`src/rtl/mem_port_arbiter_if.sv`:
```
`default_nettype none
// ============================================================================
// Module      : mem_port_arbiter_if
// Description : Fetch, load/store and memory-macro signals of the shared RAM port.
// Revision    : 1.0 - initial release
// ============================================================================
interface mem_port_arbiter_if #(
    parameter int AW = 32,
    parameter int WD = 32
);
    logic          if_req;
    logic [AW-1:0] if_addr;
    logic          if_gnt;
    logic          if_rvalid;
    logic [WD-1:0] if_rdata;

    logic          d_req;
    logic          d_we;
    logic [AW-1:0] d_addr;
    logic [WD-1:0] d_wdata;
    logic          d_gnt;
    logic          d_rvalid;
    logic [WD-1:0] d_rdata;

    logic          mem_en;
    logic          mem_we;
    logic [AW-1:0] mem_addr;
    logic [WD-1:0] mem_wdata;
    logic [WD-1:0] mem_rdata;

    logic          stall;
    logic [31:0]   perf_conflicts;

    modport slave (
        input  if_req, if_addr, d_req, d_we, d_addr, d_wdata, mem_rdata,
        output if_gnt, if_rvalid, if_rdata, d_gnt, d_rvalid, d_rdata,
               mem_en, mem_we, mem_addr, mem_wdata, stall, perf_conflicts
    );

    modport master (
        output if_req, if_addr, d_req, d_we, d_addr, d_wdata, mem_rdata,
        input  if_gnt, if_rvalid, if_rdata, d_gnt, d_rvalid, d_rdata,
               mem_en, mem_we, mem_addr, mem_wdata, stall, perf_conflicts
    );
endinterface
`default_nettype wire

```
`src/rtl/mem_port_arbiter.sv`:
```
`default_nettype none
// ============================================================================
// Module      : mem_port_arbiter
// Description : Shares one single-port RAM between fetch and load/store with
//               starvation-bounded data priority and one outstanding read.
//               Define ARB_PERF_CNT_EN to build the conflict counter.
// Revision    : 1.0 - initial release
// ============================================================================
module mem_port_arbiter #(
    parameter int AW         = 32,
    parameter int WD         = 32,
    parameter int RD_LAT     = 1,
    parameter int STARVE_MAX = 4
) (
    input wire logic          clk,
    input wire logic          rst,
    mem_port_arbiter_if.slave bus
);
    localparam logic [2:0] c_LAT        = 3'(RD_LAT);
    localparam logic [3:0] c_STARVE_MAX = 4'(STARVE_MAX);

    logic [2:0]    r_cnt;
    logic          r_owner;
    logic [3:0]    r_starve;

    logic          w_elig;
    logic          w_d_win;
    logic          w_if_win;
    logic          w_rd_gnt;
    logic          w_ret;
    logic [AW-1:0] w_addr;

    // cnt==1 is the return cycle, which may also launch the next access
    assign w_elig   = (r_cnt <= 3'd1);
    assign w_d_win  = w_elig & bus.d_req & ~(bus.if_req & (r_starve == c_STARVE_MAX));
    assign w_if_win = w_elig & bus.if_req & ~w_d_win;
    assign w_rd_gnt = w_if_win | (w_d_win & ~bus.d_we);
    assign w_ret    = (r_cnt == 3'd1);
    assign w_addr   = w_d_win ? bus.d_addr : (w_if_win ? bus.if_addr : {AW{1'b0}});

    always_ff @(posedge clk or negedge rst) begin
        if (!rst) begin
            r_cnt    <= 3'd0;
            r_owner  <= 1'b0;
            r_starve <= 4'd0;
        end else begin
            if (w_rd_gnt) begin
                r_cnt   <= c_LAT;
                r_owner <= w_d_win;
            end else if (r_cnt != 3'd0) begin
                r_cnt <= r_cnt - 3'd1;
            end

            if (w_if_win) begin
                r_starve <= 4'd0;
            end else if (w_elig && bus.if_req && w_d_win && (r_starve != c_STARVE_MAX)) begin
                r_starve <= r_starve + 4'd1;
            end
        end
    end

    assign bus.if_gnt    = w_if_win;
    assign bus.d_gnt     = w_d_win;
    assign bus.mem_en    = w_if_win | w_d_win;
    assign bus.mem_we    = w_d_win & bus.d_we;
    assign bus.mem_addr  = w_addr;
    assign bus.mem_wdata = (w_if_win | w_d_win) ? bus.d_wdata : {WD{1'b0}};

    assign bus.if_rvalid = w_ret & ~r_owner;
    assign bus.d_rvalid  = w_ret & r_owner;
    assign bus.if_rdata  = (w_ret & ~r_owner) ? bus.mem_rdata : {WD{1'b0}};
    assign bus.d_rdata   = (w_ret & r_owner) ? bus.mem_rdata : {WD{1'b0}};

    assign bus.stall = (bus.if_req & ~w_if_win) | (bus.d_req & ~w_d_win);

`ifdef ARB_PERF_CNT_EN
    logic [31:0] r_perf;

    always_ff @(posedge clk or negedge rst) begin
        if (!rst) begin
            r_perf <= 32'd0;
        end else if (w_elig && bus.if_req && bus.d_req) begin
            r_perf <= r_perf + 32'd1;
        end
    end

    assign bus.perf_conflicts = r_perf;
`else
    assign bus.perf_conflicts = 32'd0;
`endif
endmodule
`default_nettype wire
```
`src/flat_wrapper.sv`:
```
// flat-port wrapper written by rule: the top's interface ports become plain ports
module mem_port_arbiter_flat 
#(
    parameter int AW         = 32,
    parameter int WD         = 32,
    parameter int RD_LAT     = 1,
    parameter int STARVE_MAX = 4
)
  (clk, rst, bus_if_req, bus_if_addr, bus_d_req, bus_d_we, bus_d_addr, bus_d_wdata, bus_mem_rdata, bus_if_gnt, bus_if_rvalid, bus_if_rdata, bus_d_gnt, bus_d_rvalid, bus_d_rdata, bus_mem_en, bus_mem_we, bus_mem_addr, bus_mem_wdata, bus_stall, bus_perf_conflicts);
  mem_port_arbiter_if #(.AW(AW), .WD(WD)) bus_i ();
  input wire logic clk;
  input wire logic rst;
  input wire logic [$bits(bus_i.if_req)-1:0] bus_if_req;
  input wire logic [$bits(bus_i.if_addr)-1:0] bus_if_addr;
  input wire logic [$bits(bus_i.d_req)-1:0] bus_d_req;
  input wire logic [$bits(bus_i.d_we)-1:0] bus_d_we;
  input wire logic [$bits(bus_i.d_addr)-1:0] bus_d_addr;
  input wire logic [$bits(bus_i.d_wdata)-1:0] bus_d_wdata;
  input wire logic [$bits(bus_i.mem_rdata)-1:0] bus_mem_rdata;
  output wire logic [$bits(bus_i.if_gnt)-1:0] bus_if_gnt;
  output wire logic [$bits(bus_i.if_rvalid)-1:0] bus_if_rvalid;
  output wire logic [$bits(bus_i.if_rdata)-1:0] bus_if_rdata;
  output wire logic [$bits(bus_i.d_gnt)-1:0] bus_d_gnt;
  output wire logic [$bits(bus_i.d_rvalid)-1:0] bus_d_rvalid;
  output wire logic [$bits(bus_i.d_rdata)-1:0] bus_d_rdata;
  output wire logic [$bits(bus_i.mem_en)-1:0] bus_mem_en;
  output wire logic [$bits(bus_i.mem_we)-1:0] bus_mem_we;
  output wire logic [$bits(bus_i.mem_addr)-1:0] bus_mem_addr;
  output wire logic [$bits(bus_i.mem_wdata)-1:0] bus_mem_wdata;
  output wire logic [$bits(bus_i.stall)-1:0] bus_stall;
  output wire logic [$bits(bus_i.perf_conflicts)-1:0] bus_perf_conflicts;
  assign bus_i.if_req = bus_if_req;
  assign bus_i.if_addr = bus_if_addr;
  assign bus_i.d_req = bus_d_req;
  assign bus_i.d_we = bus_d_we;
  assign bus_i.d_addr = bus_d_addr;
  assign bus_i.d_wdata = bus_d_wdata;
  assign bus_i.mem_rdata = bus_mem_rdata;
  assign bus_if_gnt = bus_i.if_gnt;
  assign bus_if_rvalid = bus_i.if_rvalid;
  assign bus_if_rdata = bus_i.if_rdata;
  assign bus_d_gnt = bus_i.d_gnt;
  assign bus_d_rvalid = bus_i.d_rvalid;
  assign bus_d_rdata = bus_i.d_rdata;
  assign bus_mem_en = bus_i.mem_en;
  assign bus_mem_we = bus_i.mem_we;
  assign bus_mem_addr = bus_i.mem_addr;
  assign bus_mem_wdata = bus_i.mem_wdata;
  assign bus_stall = bus_i.stall;
  assign bus_perf_conflicts = bus_i.perf_conflicts;
  mem_port_arbiter #(.AW(AW), .WD(WD), .RD_LAT(RD_LAT), .STARVE_MAX(STARVE_MAX)) u_core (.clk(clk), .rst(rst), .bus(bus_i));
endmodule
```
`config.mk`:
```
export PLATFORM = sky130hd
export DESIGN_NAME = mem_port_arbiter_flat
export DESIGN_NICKNAME = d
export VERILOG_FILES = /design/src/rtl/mem_port_arbiter_if.sv /design/src/rtl/mem_port_arbiter.sv /design/src/flat_wrapper.sv
export SDC_FILE = /design/constraint.sdc
export NUM_CORES = 1
export LEC_CHECK = 0
export CAP_MARGIN = 10
export CORE_AREA = 8 8 109 111
export DETAILED_ROUTE_END_ITERATION = 10
export DIE_AREA = 0 0 117 119
export GPL_ROUTABILITY_DRIVEN = 0
export MAX_ROUTING_LAYER = met4
export PLACE_DENSITY_LB_ADDON = 0.1
export SYNTH_ARGS = -nofsm -noshare
export SYNTH_HDL_FRONTEND = slang
export SYNTH_SLANG_ARGS = --single-unit
```
`constraint.sdc`:
```
create_clock -name clk -period 1.8 [get_ports clk]
set_input_delay 0.36 -clock clk [delete_from_list [all_inputs] [get_ports clk]]
set_output_delay 0.36 -clock clk [all_outputs]
set_load 0.005 [all_outputs]
```
* Yosys cells after proc, flatten, opt, wreduce, memory -nomap -nowiden
Index checks and enable logic that the tools add are counted.
** Word-level totals
- Flip-flop bits (word level) :: 8
- Bits of input ports :: 133
- Output and inout port bits :: 167
** Cells by class
- Add/sub/neg operators :: 2
- Order comparisons :: 1
- Equal/unequal tests :: 3
- Multiplexer cells :: 9
- Bitwise logic cells :: 19
- Reduce and logical (&&, ||, !) cells :: 6
** Operators by type and width (count)
- two-way mux 32 bit :: 5
- bitwise AND 1 bit :: 11
- two-way mux 4 bit :: 2
- two-way mux 3 bit :: 2
- NOT 1 bit :: 5
- adder 4 x 1 -> 4 bit (second input constant) :: 1
- equality test 4 x 3 -> 1 bit (second input constant) :: 1
- inequality test 4 x 3 -> 1 bit (second input constant) :: 1
- nonzero test 2 bit :: 2
- equality test 3 x 1 -> 1 bit (second input constant) :: 1
- less-or-equal comparator 3 x 1 -> 1 bit (second input constant) :: 1
- logical AND 1 bit :: 3
- OR 1 bit :: 3
- nonzero test 3 bit :: 1
- subtractor 3 x 1 -> 3 bit (second input constant) :: 1

* Depth between registers and ports, before layout
- Word-level depth :: 9
- Mapped depth :: 7
- Gate-level depth less buffers :: 6

* Worst setup path before layout
OpenSTA, ideal clock, no wires.
- Kind :: register to output
- Start :: register u_core.r_cnt[1]
- End :: output port bus_mem_wdata[25]
- Arrival time :: 1.393 ns
- Required time :: 1.440 ns
- Path slack :: 0.047 ns
- Stages on the path, launching flop included :: 7
- Buffers on the path :: 1
- Cell sequence :: dfrtp_1 inv_1 ha_1 o21ba_4 nor3_4 buf_6 and2_1
** On the way
- Longest elaborated chain between the ends :: 7
- Elaborated cells between the ends (all ways) :: 8
- Classes of those cells :: order compare: 1; mux: 1; bitwise: 6
** Ends and longest elaborated chain
- start, declared :: line mem_port_arbiter.sv:22 : logic [2:0] r_cnt;
- start signal, assigned :: line mem_port_arbiter.sv:48 : r_cnt <= c_LAT;
- start signal, assigned :: line mem_port_arbiter.sv:51 : r_cnt <= r_cnt - 3'd1;
- less-or-equal comparator 3 x 1 -> 1 bit (*) :: line mem_port_arbiter.sv:34 : assign w_elig = (r_cnt <= 3'd1);
- bitwise AND 1 bit (2 in a row) :: line mem_port_arbiter.sv:35 : assign w_d_win = w_elig & bus.d_req & ~(bus.if_req & (r_starve == c_STARVE_MAX));
- NOT 1 bit :: line mem_port_arbiter.sv:36 : assign w_if_win = w_elig & bus.if_req & ~w_d_win;
- bitwise AND 1 bit :: line mem_port_arbiter.sv:36
- OR 1 bit (*)
- net bus_mem_en :: line flat_wrapper.sv:26 : output wire logic [$bits(bus_i.mem_en)-1:0] bus_mem_en;
- two-way mux 32 bit (*) :: line mem_port_arbiter.sv:67 : assign bus.mem_wdata = (w_if_win | w_d_win) ? bus.d_wdata : {WD{1'b0}};
- end, declared :: line flat_wrapper.sv:29 : output wire logic [$bits(bus_i.mem_wdata)-1:0] bus_mem_wdata;
Mark *: on every way through the listed nets, which the timed path passes. The rest lies on a longest branch.

* Worst setup path in the final report
- Start :: register u_core.r_cnt[1]
- End :: output port bus_mem_wdata[5]
** On the way
- Longest elaborated chain between the ends :: 7
- Elaborated cells between the ends (all ways) :: 8
- Classes of those cells :: order compare: 1; mux: 1; bitwise: 6
** Ends and longest elaborated chain (line)
- less-or-equal comparator 3 x 1 -> 1 bit (*) :: mem_port_arbiter.sv:34
- bitwise AND 1 bit (2 in a row) :: mem_port_arbiter.sv:35
- NOT 1 bit :: mem_port_arbiter.sv:36
- bitwise AND 1 bit :: mem_port_arbiter.sv:36
- OR 1 bit (*) :: mem_port_arbiter.sv:67
- two-way mux 32 bit (*) :: mem_port_arbiter.sv:67
Every way passes the cells marked *; elsewhere a longest branch is shown, timed or not.

==> results.sh <==
export IMPL_run_status="finished with violations"
export IMPL_violations="negative setup slack"
export IMPL_crit_buf_inv=5
export IMPL_antenna_cells=0
export IMPL_slowest_delay_ns=0.38
export IMPL_cts_sinks=8
export IMPL_grt_pass1_wl_mm=21.2
export IMPL_overflow=0
export IMPL_postRouteAntennaNets=0
export IMPL_drc_errors=0
export IMPL_stdcell_area_sq_um=6130
export IMPL_synth_top_family_by_area="simple AND/OR/NAND/NOR gates"
export IMPL_vias=3531
export IMPL_critPathKind="register to output pin"
export IMPL_fin_ws_ns=-0.419
export IMPL_cp_start_kind="register"
export IMPL_grt_pass1_vias=3599
export IMPL_htree_num_levels=1
export IMPL_reg2reg_depth=8
export IMPL_path_clk_slew_ns=0.04
export IMPL_finalHoldViolCount=0
export IMPL_avgSynthCellArea_sq_um=6.73
export IMPL_coreArea_sq_um=10100
export IMPL_period_share_pct=123
export IMPL_die_w_microns=117
export IMPL_yosysSeqAreaShare_pct=9.33
export IMPL_grt_max_degree=34
export IMPL_crit_required_ns=1.44
export IMPL_maxCapViolCount=0
export IMPL_drt_iter0_markers=156
export IMPL_port_buffers=267
export IMPL_die_height_microns=119
export IMPL_mappedNetlistArea_sq_um=2150
export IMPL_synthAdderAreaFrac_pct=3.38
export IMPL_crit_arrival_ns=1.86
export IMPL_drt_total_wl_mm=15.5
export IMPL_finalPower_mw=6.90
export IMPL_power_leakage_nw=2.87
export IMPL_syn2layout_area_growth_pct=186
export IMPL_synthArstFlopShare_pct=100
export IMPL_num_io_pins=300
export IMPL_critPathTopFamily="buffers and inverters"
export IMPL_yosys_area_top_type="and2_1"
export IMPL_timing_rr_end="u_core.r_cnt[0]"
export IMPL_yosys_area_share_xor_xnor_pct=0.408
export IMPL_finalCriticalPeriod_ns=2.22
export IMPL_rsz0062_at_grt="yes"
export IMPL_post_dp_hpwl_mm=10.7
export IMPL_yosys_top_cells_area="and2_1 (28%), buf_4 (12%), o211ai_1 (12%)"
export IMPL_fp_row_count=37
export IMPL_synth_edf_count=0
export IMPL_cts_tree="built"
export IMPL_cpMostUsedCell="buf_6"
export IMPL_via_per_inst=4.53
export IMPL_slew_viol_final=0
export IMPL_drive_above_1_share_pct=53.7
export IMPL_drt_first_pass_iters=4
export IMPL_vdd_ir_drop_max_mv=0.690
export IMPL_worst_path_max_fanout=8
export IMPL_cts_made_buffers=3
export IMPL_place_area_sq_um=5060
export IMPL_ys_types=37
export IMPL_clockBufferDepth=2
export IMPL_fmax_mhz=451
export IMPL_dp_cells=726
export IMPL_track_usage_pct=19.8
export IMPL_clk_latency_ns=0.23
export IMPL_synthFlopType="dfrtp_1"
export IMPL_endpoint_kind="output pin"
export IMPL_setup_viol=135
export IMPL_antenna_found_initial=0
export IMPL_crit_chain="inv_2 > ha_4 > o21ba_4 > nor3_4 > buf_6 > buf_12 > buf_16 > and2_4 > buf_6"
export IMPL_instances_no_fill=780
export IMPL_dieArea_sq_um=13900
export IMPL_clockRootBuffer="clkbuf_8"
export IMPL_synth_compound_area_share_pct=24.7
export IMPL_synth_top_area_share_pct=28.0
export IMPL_p_per_area_nw_per_um2=1130
export IMPL_regToRegSetupSlack_ns=0.07
export IMPL_synth_seq_cells=8
export IMPL_synth_simple_area_share_pct=41.7
export IMPL_start_util_pct=21.3
export IMPL_wl_per_cell_microns=19.9
export IMPL_worstHoldPathType="primary input to async pin"
export IMPL_yosys_warnings=0
export IMPL_synthCells=319
export IMPL_rr_startpoint="u_core.r_cnt[0]"
export IMPL_synthMuxAreaShare_pct=0
export IMPL_nets=784
export IMPL_cpMaxStageDelayCell="dfrtp_1"
export IMPL_skew_ns=0.00654
==> worst max path at each step <==
stage | startpoint | endpoint | slack (ns) | depth (start not counted)
5_1_grt | u_core.r_cnt[1] | bus_mem_wdata[5] | -0.48 | 9
3_5_place_dp | bus_if_req | bus_if_gnt | -0.71 | 6
2_1_floorplan | u_core.r_cnt[1] | bus_mem_wdata[25] | 0.05 | 6
6_report | u_core.r_cnt[1] | bus_mem_wdata[5] | -0.42 | 9
4_1_cts | u_core.r_starve[0] | bus_mem_addr[21] | -0.37 | 9
3_3_place_gp | bus_if_req | bus_mem_addr[21] | -0.71 | 6
==> per-layer routing <==
metal,up-vias,GRT usage [%],part of all wire [%]
met2,161,38.3,55
met5,-,-,0
li1,1694,-,-
met4,0,2.48,1.1
met3,15,4.40,7.8
met1,1661,20.0,36
==> registers in the layout (all words and copies together), names as in the netlist <==
register / count
u_core.r_cnt: 3
u_core.r_owner: 1
u_core.r_starve: 4
==> synthesized netlist by cell type, drive strengths merged, types with 2 or more instances <==
master	number
a21oi	38
and2	96
buf	51
clkbuf	11
dfrtp	8
ha	5
inv	10
nand2	3
nand2b	2
nand3	35
nor2	4
nor3	2
o211ai	33
o21ai	4
==> placed cells by master, fill, tap and decap left out, drive strengths merged <==
cell type	n
nand4	1
dlygate4sd2	2
a21oi	38
o21bai	1
xnor2	1
a2111o	1
inv	10
o21ba	1
nor3b	1
and2	96
clkdlybuf4s50	130
and4b	1
bufbuf	2
nor2	4
maj3	1
nand3	35
o211ai	33
buf	216
a21o	1
nor2b	1
nor3	2
conb	32
o2bb2ai	1
dfrtp	8
nand2b	2
o22ai	1
a311oi	1
nand2	3
nand4b	1
o21ai	4
clkbuf	6
ha	5
a31oi	1
and3	1
==> stage by stage <==
stage          setup WS, ns  setup TNS, ns  utilization [%]  hold WS (ns)
2_1_floorplan        0.0468              0                -        0.0644
3_3_place_gp         -0.709         -60.80             50.1         0.579
5_1_grt              -0.482         -43.40             60.7         0.447
3_5_place_dp         -0.705         -62.64             50.1         0.591
6_report             -0.419         -35.93             60.7         0.408
4_1_cts              -0.372         -30.12             54.9         0.420
==> kinds of logic after synthesis <==
family | after synthesis
DFF | 8
AOI/OAI and AO/OA | 83
adders and majority gates | 6
xor gates and xnor gates | 1
other | 1
buffers and inverters | 72
and+or+nand+nor | 148
==> power breakdown <==
| part | total [mW] | internal, mW | leakage [nW] | switching, mW |
|---|---|---|---|---|
| registers | 0.331 | 0.252 | 0.102 | 0.0783 |
| clock network | 0.216 | 0.145 | 0.0216 | 0.0715 |
| logic | 6.36 | 3.94 | 2.74 | 2.42 |
| total | 6.90 | 4.34 | 2.87 | 2.57 |
==> layout make-up <==
type                       count  area, sq um
clock buffer                   3         41.3
fill                         886         3960
inverter                      10         37.5
multi-input combinational    270         2020
sequential                     8          201
tap                          136          170
timing repair buffer         353         3660
==> repair_timing <==
item	in CTS	in global routing
setup buffers	28	16
cloned	14	5
pin swaps	87	48
hold buffers	0	0
gates resized for setup	656	156
endpoints found under the setup margin	135	138
(Power assumes the default switching activity.)
